### src/rtl/slot_pkg.sv
// Shared types and LFSR tap table for the slot reel bank.
package slot_pkg;

    localparam int unsigned MAX_REELS = 8;
    localparam int unsigned MAX_WIDTH = 8;

    typedef enum logic [1:0] {IDLE, SPIN, STOPPING, DONE} slot_state_t;

    // Tap mask for a maximal-length Fibonacci LFSR of the given width.
    function automatic logic [MAX_WIDTH-1:0] lfsr_taps(input int unsigned width);
        logic [MAX_WIDTH-1:0] mask;
        mask = '0;
        case (width)
            3:       mask = 8'b0000_0110;
            4:       mask = 8'b0000_1100;
            5:       mask = 8'b0001_0100;
            6:       mask = 8'b0011_0000;
            7:       mask = 8'b0110_0000;
            8:       mask = 8'b1011_1000;
            default: mask = '0;
        endcase
        return mask;
    endfunction

endpackage

### src/rtl/slot_lfsr_reel.sv
// One reel: a WIDTH-bit Fibonacci LFSR loaded with its seed on reset, stepping when step=1.
module slot_lfsr_reel
    import slot_pkg::*;
#(
    parameter int unsigned WIDTH = 4
) (
    input  logic             clk,
    input  logic             reset_n,
    input  logic [WIDTH-1:0] seed,
    input  logic             step,
    output logic [WIDTH-1:0] value
);

    localparam logic [MAX_WIDTH-1:0] TAPS     = lfsr_taps(WIDTH);
    localparam logic [WIDTH-1:0]     TAP_MASK = TAPS[WIDTH-1:0];

    logic [WIDTH-1:0] sr_q;
    logic [WIDTH-1:0] seed_safe;
    logic             fb;

    // All-zero is the LFSR lock-up state, so never load it.
    assign seed_safe = (seed == '0) ? {{(WIDTH-1){1'b0}}, 1'b1} : seed;
    assign fb        = ^(sr_q & TAP_MASK);

    always_ff @(posedge clk or negedge reset_n) begin
        if (!reset_n) begin
            sr_q <= seed_safe;
        end else if (step) begin
            sr_q <= {sr_q[WIDTH-2:0], fb};
        end
    end

    assign value = sr_q;

endmodule

### src/rtl/slot_reel_bank.sv
// Bank of NUM_REELS LFSR reels spun together and frozen one by one after stop.
// Optional `win` output (all reels equal at done) enabled by SLOT_BANK_WIN_DETECT_EN.
module slot_reel_bank
    import slot_pkg::*;
#(
    parameter int unsigned                 NUM_REELS = 3,
    parameter int unsigned                 WIDTH     = 4,
    parameter logic [NUM_REELS*WIDTH-1:0]  SEEDS     = 12'h7A4,
    parameter int unsigned                 STOP_GAP  = 4,
    parameter int unsigned                 MIN_SPIN  = 8
) (
    input  logic                         clk,
    input  logic                         reset_n,
    input  logic                         start,
    input  logic                         stop,
    output logic [NUM_REELS*WIDTH-1:0]   reel_values,
    output logic [NUM_REELS-1:0]         reel_frozen,
    output logic                         busy,
`ifdef SLOT_BANK_WIN_DETECT_EN
    output logic                         win,
`endif
    output logic                         done
);

    localparam int unsigned SPIN_W = $clog2(MIN_SPIN + 1);
    localparam int unsigned GAP_W  = $clog2(STOP_GAP + 1);
    localparam int unsigned IDX_W  = (NUM_REELS > 1) ? $clog2(NUM_REELS) : 1;

    localparam logic [SPIN_W-1:0] MIN_CNT  = SPIN_W'(MIN_SPIN);
    localparam logic [GAP_W-1:0]  GAP_LAST = GAP_W'(STOP_GAP - 1);
    localparam logic [IDX_W-1:0]  IDX_LAST = IDX_W'(NUM_REELS - 1);

    slot_state_t           state_q;
    logic [NUM_REELS-1:0]  frozen_q;
    logic                  busy_q;
    logic                  done_q;
    logic                  stop_pending_q;
    logic [SPIN_W-1:0]     spin_cnt_q;
    logic [GAP_W-1:0]      gap_cnt_q;
    logic [IDX_W-1:0]      reel_idx_q;

    logic [NUM_REELS-1:0]  freeze_now;
    logic                  last_freeze;
    logic [NUM_REELS-1:0]  step;

    // A reel freezing on this edge must not step on it.
    always_comb begin
        freeze_now  = '0;
        last_freeze = 1'b0;
        if (state_q == SPIN && stop_pending_q && spin_cnt_q >= MIN_CNT) begin
            freeze_now[0] = 1'b1;
            last_freeze   = (NUM_REELS == 1);
        end else if (state_q == STOPPING && gap_cnt_q == GAP_LAST) begin
            for (int k = 0; k < NUM_REELS; k++) begin
                if (reel_idx_q == IDX_W'(k)) begin
                    freeze_now[k] = 1'b1;
                end
            end
            last_freeze = (reel_idx_q == IDX_LAST);
        end
    end

    for (genvar k = 0; k < NUM_REELS; k++) begin : g_reel
        assign step[k] = busy_q && !frozen_q[k] && !freeze_now[k];

        slot_lfsr_reel #(
            .WIDTH (WIDTH)
        ) u_reel (
            .clk     (clk),
            .reset_n (reset_n),
            .seed    (SEEDS[k*WIDTH +: WIDTH]),
            .step    (step[k]),
            .value   (reel_values[k*WIDTH +: WIDTH])
        );
    end

    always_ff @(posedge clk or negedge reset_n) begin
        if (!reset_n) begin
            state_q        <= IDLE;
            frozen_q       <= '1;
            busy_q         <= 1'b0;
            done_q         <= 1'b0;
            stop_pending_q <= 1'b0;
            spin_cnt_q     <= '0;
            gap_cnt_q      <= '0;
            reel_idx_q     <= '0;
        end else begin
            done_q   <= 1'b0;
            frozen_q <= frozen_q | freeze_now;
            unique case (state_q)
                IDLE: begin
                    stop_pending_q <= 1'b0;
                    if (start) begin
                        state_q    <= SPIN;
                        frozen_q   <= '0;
                        spin_cnt_q <= '0;
                        busy_q     <= 1'b1;
                    end
                end
                SPIN: begin
                    if (spin_cnt_q < MIN_CNT) begin
                        spin_cnt_q <= spin_cnt_q + 1'b1;
                    end
                    if (stop) begin
                        stop_pending_q <= 1'b1;
                    end
                    if (freeze_now[0]) begin
                        gap_cnt_q  <= '0;
                        reel_idx_q <= IDX_W'(1);
                        if (last_freeze) begin
                            state_q <= DONE;
                            busy_q  <= 1'b0;
                            done_q  <= 1'b1;
                        end else begin
                            state_q <= STOPPING;
                        end
                    end
                end
                STOPPING: begin
                    if (gap_cnt_q == GAP_LAST) begin
                        gap_cnt_q  <= '0;
                        reel_idx_q <= reel_idx_q + 1'b1;
                        if (last_freeze) begin
                            state_q <= DONE;
                            busy_q  <= 1'b0;
                            done_q  <= 1'b1;
                        end
                    end else begin
                        gap_cnt_q <= gap_cnt_q + 1'b1;
                    end
                end
                DONE: begin
                    state_q        <= IDLE;
                    reel_idx_q     <= '0;
                    stop_pending_q <= 1'b0;
                end
            endcase
        end
    end

`ifdef SLOT_BANK_WIN_DETECT_EN
    logic all_equal;

    // Frozen reels no longer move, so current values equal the values shown at done.
    always_comb begin
        all_equal = 1'b1;
        for (int k = 1; k < NUM_REELS; k++) begin
            if (reel_values[k*WIDTH +: WIDTH] != reel_values[0 +: WIDTH]) begin
                all_equal = 1'b0;
            end
        end
    end

    always_ff @(posedge clk or negedge reset_n) begin
        if (!reset_n) begin
            win <= 1'b0;
        end else if (state_q == IDLE && start) begin
            win <= 1'b0;
        end else if (last_freeze) begin
            win <= all_equal;
        end
    end
`endif

    assign reel_frozen = frozen_q;
    assign busy        = busy_q;
    assign done        = done_q;

endmodule
### config.mk
export PLATFORM = sky130hd
export DESIGN_NAME = slot_reel_bank
export DESIGN_NICKNAME = d
export VERILOG_FILES = /design/src/rtl/slot_pkg.sv /design/src/rtl/slot_lfsr_reel.sv /design/src/rtl/slot_reel_bank.sv
export SDC_FILE = /design/constraint.sdc
export NUM_CORES = 1
export LEC_CHECK = 0
export ABC_AREA = 1
export CELL_PAD_IN_SITES_DETAIL_PLACEMENT = 1
export CELL_PAD_IN_SITES_GLOBAL_PLACEMENT = 1
export CORE_ASPECT_RATIO = 1.4
export CORE_MARGIN = 5
export CORE_UTILIZATION = 35
export DETAILED_ROUTE_END_ITERATION = 16
export GPL_TIMING_DRIVEN = 0
export PLACE_DENSITY_LB_ADDON = 0.1
export SLEW_MARGIN = 10
export SYNTH_ARGS = -nofsm -noshare
export SYNTH_HDL_FRONTEND = slang
export SYNTH_SLANG_ARGS = --single-unit
### constraint.sdc
create_clock -name clk -period 1.55 [get_ports clk]
set_input_delay 0.465 -clock clk [delete_from_list [all_inputs] [get_ports clk]]
set_output_delay 0.465 -clock clk [all_outputs]
set_load 0.03 [all_outputs]
==> metrics.txt <==
crit-path cells buf_2; drt drc 0; CP Capture Type primary output; area taken by multi-input logic gates 860 sq um; CTS Buffer Depth 2; Clock Latency Late Sink 0.28 ns; Pwr per Cell Area 1680 nW/um^2; Hold WS 0.218 ns; global-route wire length before repair 5970 microns; Total Wirelength 3590 microns; Fillers 537; Power Total 3580 uW; Initial Util 0.358; FP Rows 29; WP buf/inv 1; outcome completed; total nets after synthesis 185; CP Data Arrival Time 1.04 ns; max cap viols 0; CTS tree built; number of synthesized flops with an enable pin 0; gr ovfl total 0; vias per inst 4.64; initial antenna violation count 0; GRT Overall Usage 0.130; total leakage power 0.00107 uW; Worst Setup Start Kind flop; Final Max Slew Viols 0; Clock Sink Count 29; DRT Pass-1 Iters 4; Synth Area per Inst 9.61 sq um; die area 6120 sq um; Primary FF master, synth dfrtp_1; Fmax 0.663 GHz; worst reg2reg path depth 8; Setup-failing EPs final 0; Worst Setup EP reel_frozen[0]; I/O Pins 21; CTS H-tree lvls 2; CP Depth 1; Worst path max stage delay 0.56 ns; Clock Skews 0.00527 ns; vias in the first global route 1340; Placer Congestion 0.788; clk slew on worst S/H paths 0.06 ns; Die Height 90.6 microns; Slew @ Worst Pin 0.663 ns; average wire per standard cell 13.0 microns; Routed Antenna Nets 0; Reg area 738 sq um; Final HPWL DP 2580 microns; share of cells above drive strength 1 0.393; synthesis-stage register bit count 29; largest net degree at the start of global routing 30; # diodes 0; WS Path Type flop to primary output; DRC marker count from the first detailed-route iteration 31; CP startpoint reel_frozen[0]$_DFF_PN1_; Yosys warnings 0; Tmin final 1.51 ns; port bufs 20; Yosys top cell area share 0.308; Root Buffer Master clkbuf_8; nets 229; Worst Hold Class input port to asynchronous set/reset pin; top-count cell post-synth nand2_1; CP Max Fanout 3; crit share post-route 0.973; worst r2r dst busy$_DFFE_PN0P_; Num CTS Buffers 5; Post-synth top cells nand2_1 (38), dfrtp_1 (20), inv_1 (17); Synth area leader dfrtp_1; Mapped Area 1620 sq um; count of different cell masters after synthesis 32; WP data required 1.08 ns; Core ar. 4540 sq um; vias 1281; Async SR Flop Fraction 1.00; Worst path top cell family by delay flip-flops; RSZ-0062 raised after global routing true; Die X 67.6 microns; most area-consuming cells after synthesis dfrtp_1 (31%), dfstp_2 (15%), ha_1 (9.2%); slowest stage cell, crit path dfstp_2; worst r2r src state_q[1]$_DFFE_PN0P_; final hold violation count 0; cells after synthesis 169; reg2reg setup slack 0.05 ns; Worst slew margin 0.558; Worst VDD drop 778 uV; Area growth, synth to finish 31.4%; register area share after synthesis 0.454; cts hold-fix bufs 0
-- worst min path at each step --
stage / from / end / slack (ns) / cells after the start
floorplan: reset_n / busy$_DFFE_PN0P_ / 0.17 / 0
global placement: gap_cnt_q[1]$_DFFE_PN0P_ / gap_cnt_q[1]$_DFFE_PN0P_ / 0.46 / 2
detailed placement: g_reel[2].u_reel.value[0]$_DFFE_PN1P_ / g_reel[2].u_reel.value[1]$_DFFE_PN1P_ / 0.47 / 2
CTS: reset_n / state_q[0]$_DFFE_PN0P_ / 0.23 / 1
global route: reset_n / spin_cnt_q[3]$_DFFE_PN0P_ / 0.27 / 1
finish: reset_n / spin_cnt_q[3]$_DFFE_PN0P_ / 0.22 / 1
-- sequential cells by signal, indices dropped and copies added, names as in the netlist --
register             count
reel_idx_q               2
g_reel.u_reel.value     12
reel_frozen              3
state_q                  2
stop_pending_q           1
spin_cnt_q               4
gap_cnt_q                3
done                     1
busy                     1
-- cell usage in the layout (no fill, tap or decap), types with 8 or more instances in the layout --
cell	count
inv_1	15
dfstp_2	9
buf_4	18
buf_2	10
o21ai_1	8
nand2_1	35
o21ai_0	9
dfrtp_1	19
ha_1	9
-- area by class of cell --
cell class,count,share of cell area
Multi-Input combinational cell,119,0.403
Sequential cell,29,0.346
Timing Repair Buffer,38,0.133
Clock buffer,8,0.0422
Tap cell,62,0.0364
Inverter,18,0.0317
Buffer,2,0.00762
-- stage by stage --
step	setup TNS, ns	instance area (sq um)	instances	setup WS, ns	utilization
detailed placement	-2.33	1900	251	-0.233	0.418
global placement	-12.73	1900	251	-0.463	0.419
floorplan	0	1620	169	0.106	-
CTS	-0.00253	1990	265	-0.00253	0.439
finish	0	2130	276	0.0425	0.470
global route	-0.0885	2130	276	-0.0479	0.470
-- routing by layer --
| layer | wire length [microns] | part of all wire | track usage | vias up |
|---|---|---|---|---|
| met5 | 0 | 0 | 0 | - |
| met4 | 91 | 0.025 | 0.0711 | 0 |
| met3 | 107 | 0.030 | 0.0361 | 8 |
| met2 | 1990 | 0.56 | 0.230 | 21 |
| met1 | 1390 | 0.39 | 0.130 | 620 |
| li1 | - | - | - | 632 |
-- cells by family (layout without fill, tap and decap cells) --
family          count (synthesis)  after routing  share of synthesized area
compound gates                 26             26                     0.0863
xor+xnor                        3              3                     0.0162
fa+ha+maj                      12             12                     0.0924
buf+inv                        21             66                     0.0585
flops                          29             29                      0.454
mux                             1              1                    0.00616
simple gates                   77             77                      0.287
-- where the power goes --
group          switching (uW)  internal (uW)
Combinational            1030            817
Sequential                146            952
Clock                     274            361
-- timing repair --
action | in CTS | in global routing
endpoints found under the setup margin | 38 | 29
pin swaps | 2 | 8
buffers inserted | 6 | 12
resized for setup | 63 | 23
cloned | 0 | 0
Note: power is estimated with default switching activity, not from simulation.
